[src/rtl/sprite_line_scheduler.sv]
// Per-scanline sprite evaluator: scans OAM at each line_start and copies the first
// MAX_PER_LINE covering sprites into the line slots. Optional macro: SPRITE_OVERFLOW_SCAN_EN.
//
//   state | meaning
//   IDLE  | waiting for line_start
//   CLEAR | invalidate slots, reset read index
//   SCAN  | issue one OAM read per cycle, evaluate previous read
//   DRAIN | evaluate final returned entry
//   DONE  | pulse line_done
module sprite_line_scheduler #(
  parameter int SPRITE_NUM   = 64,
  parameter int MAX_PER_LINE = 8,
  parameter int SPRITE_H     = 8,
  parameter int POS_W        = 10
) (
  input  logic                              clk,
  input  logic                              rstn,
  input  logic                              line_start,
  input  logic [POS_W-1:0]                  line_y,
  output logic                              oam_rd_en,
  output logic [$clog2(SPRITE_NUM)-1:0]     oam_addr,
  input  logic [31:0]                       oam_data,
  output logic                              slot_we,
  output logic [$clog2(MAX_PER_LINE)-1:0]   slot_idx,
  output logic [31:0]                       slot_data,
  output logic [$clog2(SPRITE_H)-1:0]       slot_row,
  output logic                              slot_clr,
  output logic [$clog2(MAX_PER_LINE):0]     sprite_cnt,
  output logic                              busy,
  output logic                              line_done,
  output logic                              overflow
);

  localparam int AW = $clog2(SPRITE_NUM);
  localparam int SW = $clog2(MAX_PER_LINE);
  localparam int RW = $clog2(SPRITE_H);
  localparam int CW = SW + 1;
  localparam int YW = POS_W + 1;
  localparam logic [AW-1:0] LAST_IDX = AW'(SPRITE_NUM - 1);
  localparam logic [CW-1:0] CNT_MAX  = CW'(MAX_PER_LINE);
  localparam logic [CW-1:0] CNT_LAST = CW'(MAX_PER_LINE - 1);

  typedef enum logic [2:0] {S_IDLE, S_CLEAR, S_SCAN, S_DRAIN, S_DONE} state_t;

  state_t          state, state_nxt;
  logic [POS_W-1:0] ly;
  logic [AW-1:0]   idx;
  logic            rd_vld;
  logic [CW-1:0]   cnt;

  logic [YW-1:0]   ly_ext, py_ext, py_top, row_full;
  logic            hit, eval, room, wr;

  // Hit test is done one bit wider than the line coordinate so posY+SPRITE_H never wraps.
  assign ly_ext   = {1'b0, ly};
  assign py_ext   = YW'(oam_data[23:16]);
  assign py_top   = py_ext + YW'(SPRITE_H);
  assign row_full = ly_ext - py_ext;
  assign hit      = (ly_ext >= py_ext) && (ly_ext < py_top);

  // A restarting line_start suppresses any write due from the aborted scan.
  assign eval = rd_vld && ((state == S_SCAN) || (state == S_DRAIN)) && !line_start;
  assign room = (cnt < CNT_MAX);
  assign wr   = eval && hit && room;

  assign sprite_cnt = cnt;

`ifdef SPRITE_OVERFLOW_SCAN_EN
  logic ovf, ovf_set;
  assign ovf_set  = eval && hit && !room;
  assign overflow = ovf;

  always_ff @(posedge clk or negedge rstn) begin
    if (!rstn) begin
      ovf <= 1'b0;
    end else if (line_start) begin
      ovf <= 1'b0;
    end else if (ovf_set) begin
      ovf <= 1'b1;
    end
  end
`else
  assign overflow = 1'b0;
`endif

  always_ff @(posedge clk or negedge rstn) begin
    if (!rstn) begin
      state  <= S_IDLE;
      ly     <= '0;
      idx    <= '0;
      rd_vld <= 1'b0;
      cnt    <= '0;
    end else begin
      state  <= state_nxt;
      rd_vld <= oam_rd_en;
      if (state == S_CLEAR) begin
        idx <= '0;
      end else if (oam_rd_en) begin
        idx <= idx + AW'(1);
      end
      if (line_start) begin
        ly  <= line_y;
        cnt <= '0;
      end else if (wr) begin
        cnt <= cnt + CW'(1);
      end
    end
  end

  always_comb begin
    state_nxt = state;
    oam_rd_en = 1'b0;
    oam_addr  = '0;
    slot_we   = 1'b0;
    slot_idx  = '0;
    slot_data = '0;
    slot_row  = '0;
    slot_clr  = 1'b0;
    busy      = 1'b0;
    line_done = 1'b0;

    case (state)
      S_IDLE: ;
      S_CLEAR: begin
        slot_clr  = 1'b1;
        busy      = 1'b1;
        state_nxt = S_SCAN;
      end
      S_SCAN: begin
        busy      = 1'b1;
        oam_rd_en = 1'b1;
        oam_addr  = idx;
        if (idx == LAST_IDX) state_nxt = S_DRAIN;
      end
      S_DRAIN: begin
        busy      = 1'b1;
        state_nxt = S_DONE;
      end
      S_DONE: begin
        line_done = 1'b1;
        state_nxt = S_IDLE;
      end
      default: state_nxt = S_IDLE;
    endcase

    if (wr) begin
      slot_we   = 1'b1;
      slot_idx  = cnt[SW-1:0];
      slot_data = oam_data;
      slot_row  = row_full[RW-1:0];
`ifndef SPRITE_OVERFLOW_SCAN_EN
      // Slots just filled: stop issuing reads; the read already in flight is ignored.
      if ((cnt == CNT_LAST) && (state == S_SCAN)) state_nxt = S_DRAIN;
`endif
    end

    if (line_start) state_nxt = S_CLEAR;
  end

endmodule

[config.mk]
export PLATFORM = sky130hd
export DESIGN_NAME = sprite_line_scheduler
export DESIGN_NICKNAME = d
export VERILOG_FILES = /design/src/rtl/sprite_line_scheduler.sv
export SDC_FILE = /design/constraint.sdc
export NUM_CORES = 1
export LEC_CHECK = 0
export BUFFER_PORTS_ARGS = -buffer_cell sky130_fd_sc_hd__buf_2
export CAP_MARGIN = 20
export CORE_ASPECT_RATIO = 0.7
export CORE_UTILIZATION = 45
export CTS_CLUSTER_DIAMETER = 120
export CTS_CLUSTER_SIZE = 12
export DETAILED_ROUTE_END_ITERATION = 7
export PLACE_DENSITY = 0.83
export SYNTH_ARGS = -nofsm -noshare
export SYNTH_HDL_FRONTEND = slang
export SYNTH_SLANG_ARGS = --single-unit
[constraint.sdc]
create_clock -name clk -period 2.8 [get_ports clk]
set_input_delay 0.14 -clock clk [delete_from_list [all_inputs] [get_ports clk]]
set_output_delay 0.14 -clock clk [all_outputs]
set_load 0.02 [all_outputs]
### Word level (Yosys, flattened, before mapping)

Cells that the tools add are included.

| word-level totals | value |
|---|---|
| bits in registers | 24 |
| output and inout port bits | 54 |
| logic and storage cells | 48 |

| operators by class | value |
|---|---|
| $lt $le $gt $ge | 3 |
| add/sub/neg operators | 4 |
| eq/ne operators | 6 |
| muxes and demuxes | 18 |
| reduce and logical (&&, ||, !) cells | 12 |

Operators with widths:

| cell | number |
|---|---|
| two-way mux 32 bit | 1 |
| two-way mux 3 bit | 6 |
| two-way mux 6 bit | 3 |
| case mux 3 bit (4 select lines) | 1 |
| >= comparator 10 x 8 -> 1 bit | 1 |
| < comparator 10 x 9 -> 1 bit | 1 |
| adder 8 x 4 -> 9 bit, second input constant | 1 |
| two-way mux 4 bit | 2 |
| adder 6 x 1 -> 6 bit, second input constant | 1 |
| equality test 3 x 2 -> 1 bit, second input constant | 2 |
| equality test 6 bit, second input constant | 1 |
| logical AND 1 bit | 6 |
| two-way mux 1 bit | 5 |
| adder 4 x 1 -> 4 bit, second input constant | 1 |
| equality test 4 x 3 -> 1 bit, second input constant | 1 |
| < comparator 4 bit, second input constant | 1 |
| nonzero test 2 bit | 2 |
| equality test 3 x 1 -> 1 bit, second input constant | 1 |
| equality test 3 bit, second input constant | 1 |
| zero test 3 bit | 1 |
| OR reduction 3 bit | 1 |
| subtractor 3 bit | 1 |
| zero test 1 bit | 1 |
| logical OR 1 bit | 1 |

### Logic depth before layout (Yosys ltp)

Gate-level depths: netlist of run 1.

| depth | value |
|---|---|
| depth after elaboration | 8 |
| mapped depth | 10 |
| depth with buffers taken out | 10 |

### Worst setup path before layout of run 1

No wires, ideal clock.

| timing path | value |
|---|---|
| path kind | register to output |
| from | register ly[0] |
| to | output slot_row[0] |
| arrival time | 2.548 ns |
| data required time | 2.660 ns |
| stages on the path, launching flop included | 11 |
| setup slack | 0.112 ns |
| cell sequence | dfrtp_1 > inv_1 > ha_1 > inv_1 > fa_1 > a211o_1 > and3_1 > o31ai_2 > clkbuf_1 > and2_1 > nor2b_1 |

| between the ends | value |
|---|---|
| cells in the longest elaborated chain, start to end | 5 |
| elaborated cells between the ends (all ways) | 7 |
| classes of those cells | 1 x add/sub; 2 x order compare; 1 x mux; 3 x reduce/logical |

RTL lines:

| what | RTL line | text |
|---|---|---|
| start, declared | 46 | `logic [POS_W-1:0] ly;` |
| start signal, assigned | 102 | `ly <= line_y;` |
| >= comparator 10 x 8 -> 1 bit or < comparator 10 x 9 -> 1 bit (tied branches) | 59 | `assign hit = (ly_ext >= py_ext) && (ly_ext < py_top);` |
| logical AND 1 bit | 59 |  |
| logical AND 1 bit (2 in series) | 64 | `assign wr = eval && hit && room;` |
| two-way mux 3 bit (*) | 146 | `if (wr) begin` |
| end, declared | 26 | `output logic [$clog2(SPRITE_H)-1:0] slot_row,` |

Every way passes the cells marked *; elsewhere a longest branch is shown, timed or not.

### Worst setup path after layout of run 1

| timing path | value |
|---|---|
| from | register ly[0] |
| to | output slot_data[18] |

| between the ends | value |
|---|---|
| cells in the longest elaborated chain, start to end | 5 |
| elaborated cells between the ends (all ways) | 6 |
| classes of those cells | 2 x order compare; 1 x mux; 3 x reduce/logical |

RTL lines:

| what | RTL line | text |
|---|---|---|
| >= comparator 10 x 8 -> 1 bit or < comparator 10 x 9 -> 1 bit (tied branches) | 59 |  |
| logical AND 1 bit (*) | 59 |  |
| logical AND 1 bit (*) (2 in series) | 64 |  |
| two-way mux 32 bit (*) | 146 |  |
| end, declared | 25 | `output logic [31:0] slot_data,` |

Marks and branches as above.

==> results_dict.tcl, run 1 <==
set metrics [dict create \
    ant_nets 0 \
    max_stage_delay_ps 370 \
    synthTopCellsByCount "and3_1, dfrtp_1, ha_1" \
    synth_area_leaders "dfrtp_1, and3_1, ha_1, mux2_2, inv_1" \
    critPathMaxFanout 6 \
    regArea_um2 601 \
    cts_sinks 24 \
    synth.avg_cell_area_um2 9.27 \
    die_area_mm2 0.00428 \
    critPathSlowestCell "fa_2" \
    power.total_w 0.000791 \
    yosysWarnings 0 \
    power.density_mw_per_mm2 319 \
    fin_cells 345 \
    placed_cells 336 \
    hold_violations 0 \
    yosysSeqAreaShare_pct 33.2 \
    antenna_found_initial 0 \
    coreArea_mm2 0.00367 \
    maxCapViolations 0 \
    cts_root_buffer "clkbuf_8" \
    drtIter0Drc 87 \
    dp_hpwl_um 3600 \
    crit_chain "inv_1, ha_1, inv_1, fa_2, a211o_1, and3_1, o31ai_4, buf_6, buf_4, and3_1, buf_2" \
    num_vias 1805 \
    synth_edf_count 0 \
    fmax_ghz 0.374 \
    ys.flop_type "dfrtp_1" \
    layout-drive-gt1-share_pct 43.7 \
    worst_slew_pin_slew_ps 533 \
    wl_per_cell_um 13.8 \
    gp_congestion 0.934 \
    synth_top_cell_by_area "dfrtp_1" \
    critical_path_required_ps 2660 \
    arrival_ps 2530 \
    dr.pass1.iters 4 \
    critPathLaunchType "flip-flop" \
    hold_ws_ps 90.8 \
    ys_types 39 \
    post-route-drc-count 0 \
    grt_pass1_wl_um 7320 \
    area_delta_synth_final_pct 37.0 \
    outcome "finished, final reports clean" \
    ir_drop_mv 0.379 \
    cts_tree "built" \
    fp.dieW_um 77.8 \
    multiInputGateArea_mm2 0.00111 \
    start_util_pct 49.3 \
    cts_buffer_depth 2 \
    hold_path_class "input pin to flip-flop" \
    track_usage_pct 22.0 \
    syn_inst 195 \
    synth_top_area_share_pct 33.2 \
    skew_ps 3.80 \
    std_cell_rows 18 \
    fillerInstances 313 \
    grt-ovfl-total 0 \
    grt_max_degree 26 \
    path_clk_slew_ps 70 \
    p_leak_nw 1.52 \
    fp.dieH_um 55.0 \
    htree_levels 1 \
    post-synth-top-count-cell "and3_1" \
    syn_nets 258 \
    viasPerCell 5.23 \
    clock_latency_ps 260 \
    critPathBufInv 5 \
    setup_viol 0 \
    ys_ff_latch 24 \
    io_buffer_count 97 \
    slew_headroom_pct 64.5 \
    syn_area_mm2 0.00181 \
    slew_violations 0 \
    min_period_ps 2670 \
    rsz0062_at_grt "no" \
    tns_ps 0 \
    diodes 0 \
    final_nets 360 \
    io_pins 99 \
    end_kind "output port" \
    period_share_pct 95.4 \
    crit_family "buffers and inverters" \
    crit_type "flip-flop to output port" \
    drt_wl_total_um 4750 \
    numCtsBuffers 3 \
    async_flop_share_pct 100 \
    grt_pass1_vias 1669 \
]
## metal layers
metal	routed length (um)	part of all wire (%)	vias up	global-route usage, %
met5	0	0	-	0
met2	2360	50	71	41.7
li1	-	-	888	-
met3	303	6.4	2	4.59
met1	2080	44	844	27.1
met4	13	0.27	0	2.83
## registers in the layout, indices dropped and copies added (netlist names)
register and flops:
idx 6, ly 10, rd_vld 1, sprite_cnt 4
state 3
## cell type report
cell class | count | area share [%]
multi-input combinational | 145 | 44.9
timing repair buffer | 109 | 24.5
sequential | 24 | 24.3
tap | 50 | 2.53
inverter | 14 | 2.12
clock buffer | 3 | 1.67
## where the power goes
part           switching (W)  total (W)  internal, W  leakage [nW]
Combinational       0.000110   0.000209    0.0000991          1.19
Sequential         0.0000201   0.000387     0.000367         0.308
Clock              0.0000988   0.000195    0.0000959        0.0216
Total               0.000229   0.000791     0.000562          1.52
## placed cells by master (no fill, tap or decap), drive strengths merged, types with 2 or more instances in the layout
master and instances:
a211oi 2, a21o 2, a21oi 2, a41o 2, and2 8, and3 38
buf 108, clkbuf 3, dfrtp 24, ha 17, inv 14, mux2 11
nand2 6, nand2b 2, nand3 6, nand4 3, nor2 13, nor2b 2
nor3 3, nor3b 2, o211ai 2, o21ai 3, or4b 2, xnor2 3
xor2 5
## cells by family (layout without fill, tap and decap cells)
| logic type | after synthesis | count (layout) | synth area share, % |
|---|---|---|---|
| muxes | 11 | 11 | 6.85 |
| and+or+nand+nor | 87 | 87 | 27.9 |
| adders and majority gates | 18 | 18 | 12.9 |
| buffers and inverters | 26 | 126 | 5.88 |
| DFF | 24 | 24 | 33.2 |
| xor gates and xnor gates | 8 | 8 | 3.88 |
| AOI/OAI and AO/OA | 20 | 20 | 9.20 |
| other | 1 | 1 | 0.207 |
## final timing paths
path	startpoint	to	slack, ps	cells past startpoint
max	ly[0]$_DFFE_PN0P_	slot_data[18]	130	11
min	line_y[0]	ly[0]$_DFFE_PN0P_	90	3
max reg2reg	ly[0]$_DFFE_PN0P_	sprite_cnt[3]$_DFFE_PN0P_	380	11
min reg2reg	ly[2]$_DFFE_PN0P_	ly[2]$_DFFE_PN0P_	520	1
max in group asynchronous	rstn	idx[2]$_DFFE_PN0P_	2060	2
min in group asynchronous	rstn	idx[4]$_DFFE_PN0P_	390	2
## tightest hold or removal path, delay by kind of cell
family,cells,cell delay [ps]
buffers and inverters,1,80
AOI/OAI and AO/OA,1,60
and+or+nand+nor,1,40
## through the flow
stage | utilization, % | cell area, um2 | worst slack, ps
global route | 67.5 | 2480 | 2.81
CTS | 66.0 | 2420 | 8.98
floorplan | - | 1810 | 112
global placement | 64.2 | 2360 | 265
detailed placement | 64.2 | 2360 | 167
finish | 67.5 | 2480 | 129
## what timing repair did
action,CTS,global route
cloned,0,3
buffers inserted,1,1
endpoints found under the hold margin,24,0
hold buffers,1,0
pin swaps,1,1
resized for setup,2,13
setup endpoints to repair,26,38
(Power assumes the default switching activity.)
==> run 2, diff against run 1 <==
CORE_UTILIZATION = 46   (was 45)
CTS_BUF_LIST = sky130_fd_sc_hd__clkbuf_4 sky130_fd_sc_hd__clkbuf_8   (was unset)
PLACE_DENSITY = 0.84   (was 0.83)
==> run 2 against run 1 <==
Against the previous run: global-route usage is 0.79 points lower; core utilization up 1.7 points; register-to-register slack got worse by 130 ps; setup slack got worse by 110 ps; worst hold slack worse by 0.71 ps; routed wire length down 4.9%; cell count unchanged; highest routed layer unchanged.
==> results_dict.tcl, run 2 (synthesis results as in run 1) <==
set metrics [dict create \
    start_util_pct 49.6 \
    period_share_pct 99.4 \
    power.density_mw_per_mm2 358 \
    grt_pass1_vias 1539 \
    largest_register_ffs 10 \
    hold_violations 0 \
    end_kind "output port" \
    track_usage_pct 21.2 \
    worst_slew_pin_slew_ps 632 \
    outcome "finished, final reports clean" \
    critPathLaunchType "flip-flop" \
    final_core_util_pct 69.2 \
    ant_nets 0 \
    dp_hpwl_um 3370 \
    path_clk_slew_ps 80 \
    std_cell_rows 18 \
    fp.dieW_um 76.9 \
    clock_latency_ps 270 \
    cts_buffer_depth 2 \
    io_pins 99 \
    slew_violations 0 \
    cts_tree "built" \
    hold_path_class "input pin to flip-flop" \
    dr.pass1.iters 4 \
    numCtsBuffers 3 \
    critical_path_required_ps 2660 \
    grt_pass1_wl_um 6910 \
    drtIter0Drc 60 \
    placed_cells 336 \
    maxCapViolations 0 \
    gp_congestion 0.835 \
    ir_drop_mv 0.414 \
    met2_length_um 2010 \
    final_nets 359 \
    fmax_ghz 0.359 \
    drt_wl_total_um 4520 \
    dr_wl_met3_um 287 \
    dp_worst_setup_slack_ps 79.9 \
    finalWorstSetupSlack_ps 17.8 \
    post-route-drc-count 0 \
    wl_met1_um 2190 \
    wl_per_cell_um 13.1 \
    min_period_ps 2780 \
    arrival_ps 2640 \
    viasPerCell 5.17 \
    num_vias 1784 \
    die_area_mm2 0.00419 \
    diodes 0 \
    fp.dieH_um 54.5 \
    slew_headroom_pct 57.8 \
    rsz0062_at_grt "yes" \
    final_cell_mix "buf_2, and3_1, dfrtp_1" \
    p_leak_nw 1.52 \
    coreArea_mm2 0.00365 \
    setup_viol 0 \
    fin_cells 345 \
    cts_sinks 24 \
    crit_type "flip-flop to output port" \
    layout-drive-gt1-share_pct 45.8 \
    critPathMaxFanout 7 \
    cts_root_buffer "clkbuf_8" \
    area_delta_synth_final_pct 39.6 \
    largest_register "ly" \
    io_buffer_count 97 \
    grt-ovfl-total 0 \
    final_common_cell "buf_2" \
    skew_ps 8.21 \
    htree_levels 1 \
    top_layer_used "met4" \
    antenna_found_initial 0 \
    tns_ps 0 \
    grt_max_degree 25 \
]
run 2: cell count changes in the layout (fill, tap and decap cells not counted), moves of 2 or more:
cell   change
buf_4      +4
inv_2      +2
inv_1      -2
buf_6      -2
buf_2      -3
run 2: final timing paths:
path                       slack (ps)                         to         startpoint  cells after the start
setup reg to reg                  250  sprite_cnt[2]$_DFFE_PN0P_  ly[0]$_DFFE_PN0P_                     10
max in group asynchronous        2060  sprite_cnt[2]$_DFFE_PN0P_               rstn                      2
min in group asynchronous         390          ly[9]$_DFFE_PN0P_               rstn                      2
hold / removal                     90          ly[0]$_DFFE_PN0P_          line_y[0]                      3
hold reg to reg                   520          ly[2]$_DFFE_PN0P_  ly[2]$_DFFE_PN0P_                      1
setup / recovery                   20                slot_row[0]  ly[0]$_DFFE_PN0P_                     11
run 2: critical path, stage by stage (launching register included):
cell     delay (ps)
dfrtp_1         380
inv_2            70
ha_4            120
inv_2            30
fa_2            410
a211o_1         300
and3_4          160
o31ai_4         300
buf_6           170
and2_4          130
nor2b_1         130
buf_4           150
run 2: what timing repair did:
item                                    in CTS  in global routing
hold buffers                                 1                  0
hold endpoints to repair                    24                  0
pin swaps                                    1                  4
endpoints found under the setup margin      20                 39
setup buffers                                1                  1
gates resized for setup                      0                 22
gates cloned                                 0                  2
run 2: layout make-up:
| type | count | area, um2 |
|---|---|---|
| inverters | 14 | 52.6 |
| repair buffers | 108 | 599 |
| multi-input cells | 145 | 1140 |
| well taps | 50 | 62.6 |
| clock buffers | 3 | 41.3 |
| flip-flops and latches | 24 | 601 |
| fillers | 286 | 1120 |
| clock inverters | 1 | 30.0 |
run 2: per-layer routing:
layer	global-route usage, %	up-vias
met3	4.83	5
met2	35.3	66
met5	0	-
met4	5.13	0
li1	-	889
met1	28.5	824
run 2: through the flow:
step	area, um2	total power, W	hold WS [ps]
after detailed placement	2360	0.000587	143
after global routing	2520	0.000952	83.2
after CTS	2440	0.000890	88.1
final	2520	0.000904	90.1
after floorplan	1810	0.000507	-156
after global placement	2360	0.000580	153
run 2: where the power goes:
part           total, W  switching, W  leakage (nW)  internal [W]
Sequential     0.000387     0.0000202         0.308      0.000367
Clock          0.000304      0.000113        0.0357      0.000191
Combinational  0.000213      0.000110          1.18      0.000103
Total          0.000904      0.000243          1.52      0.000661
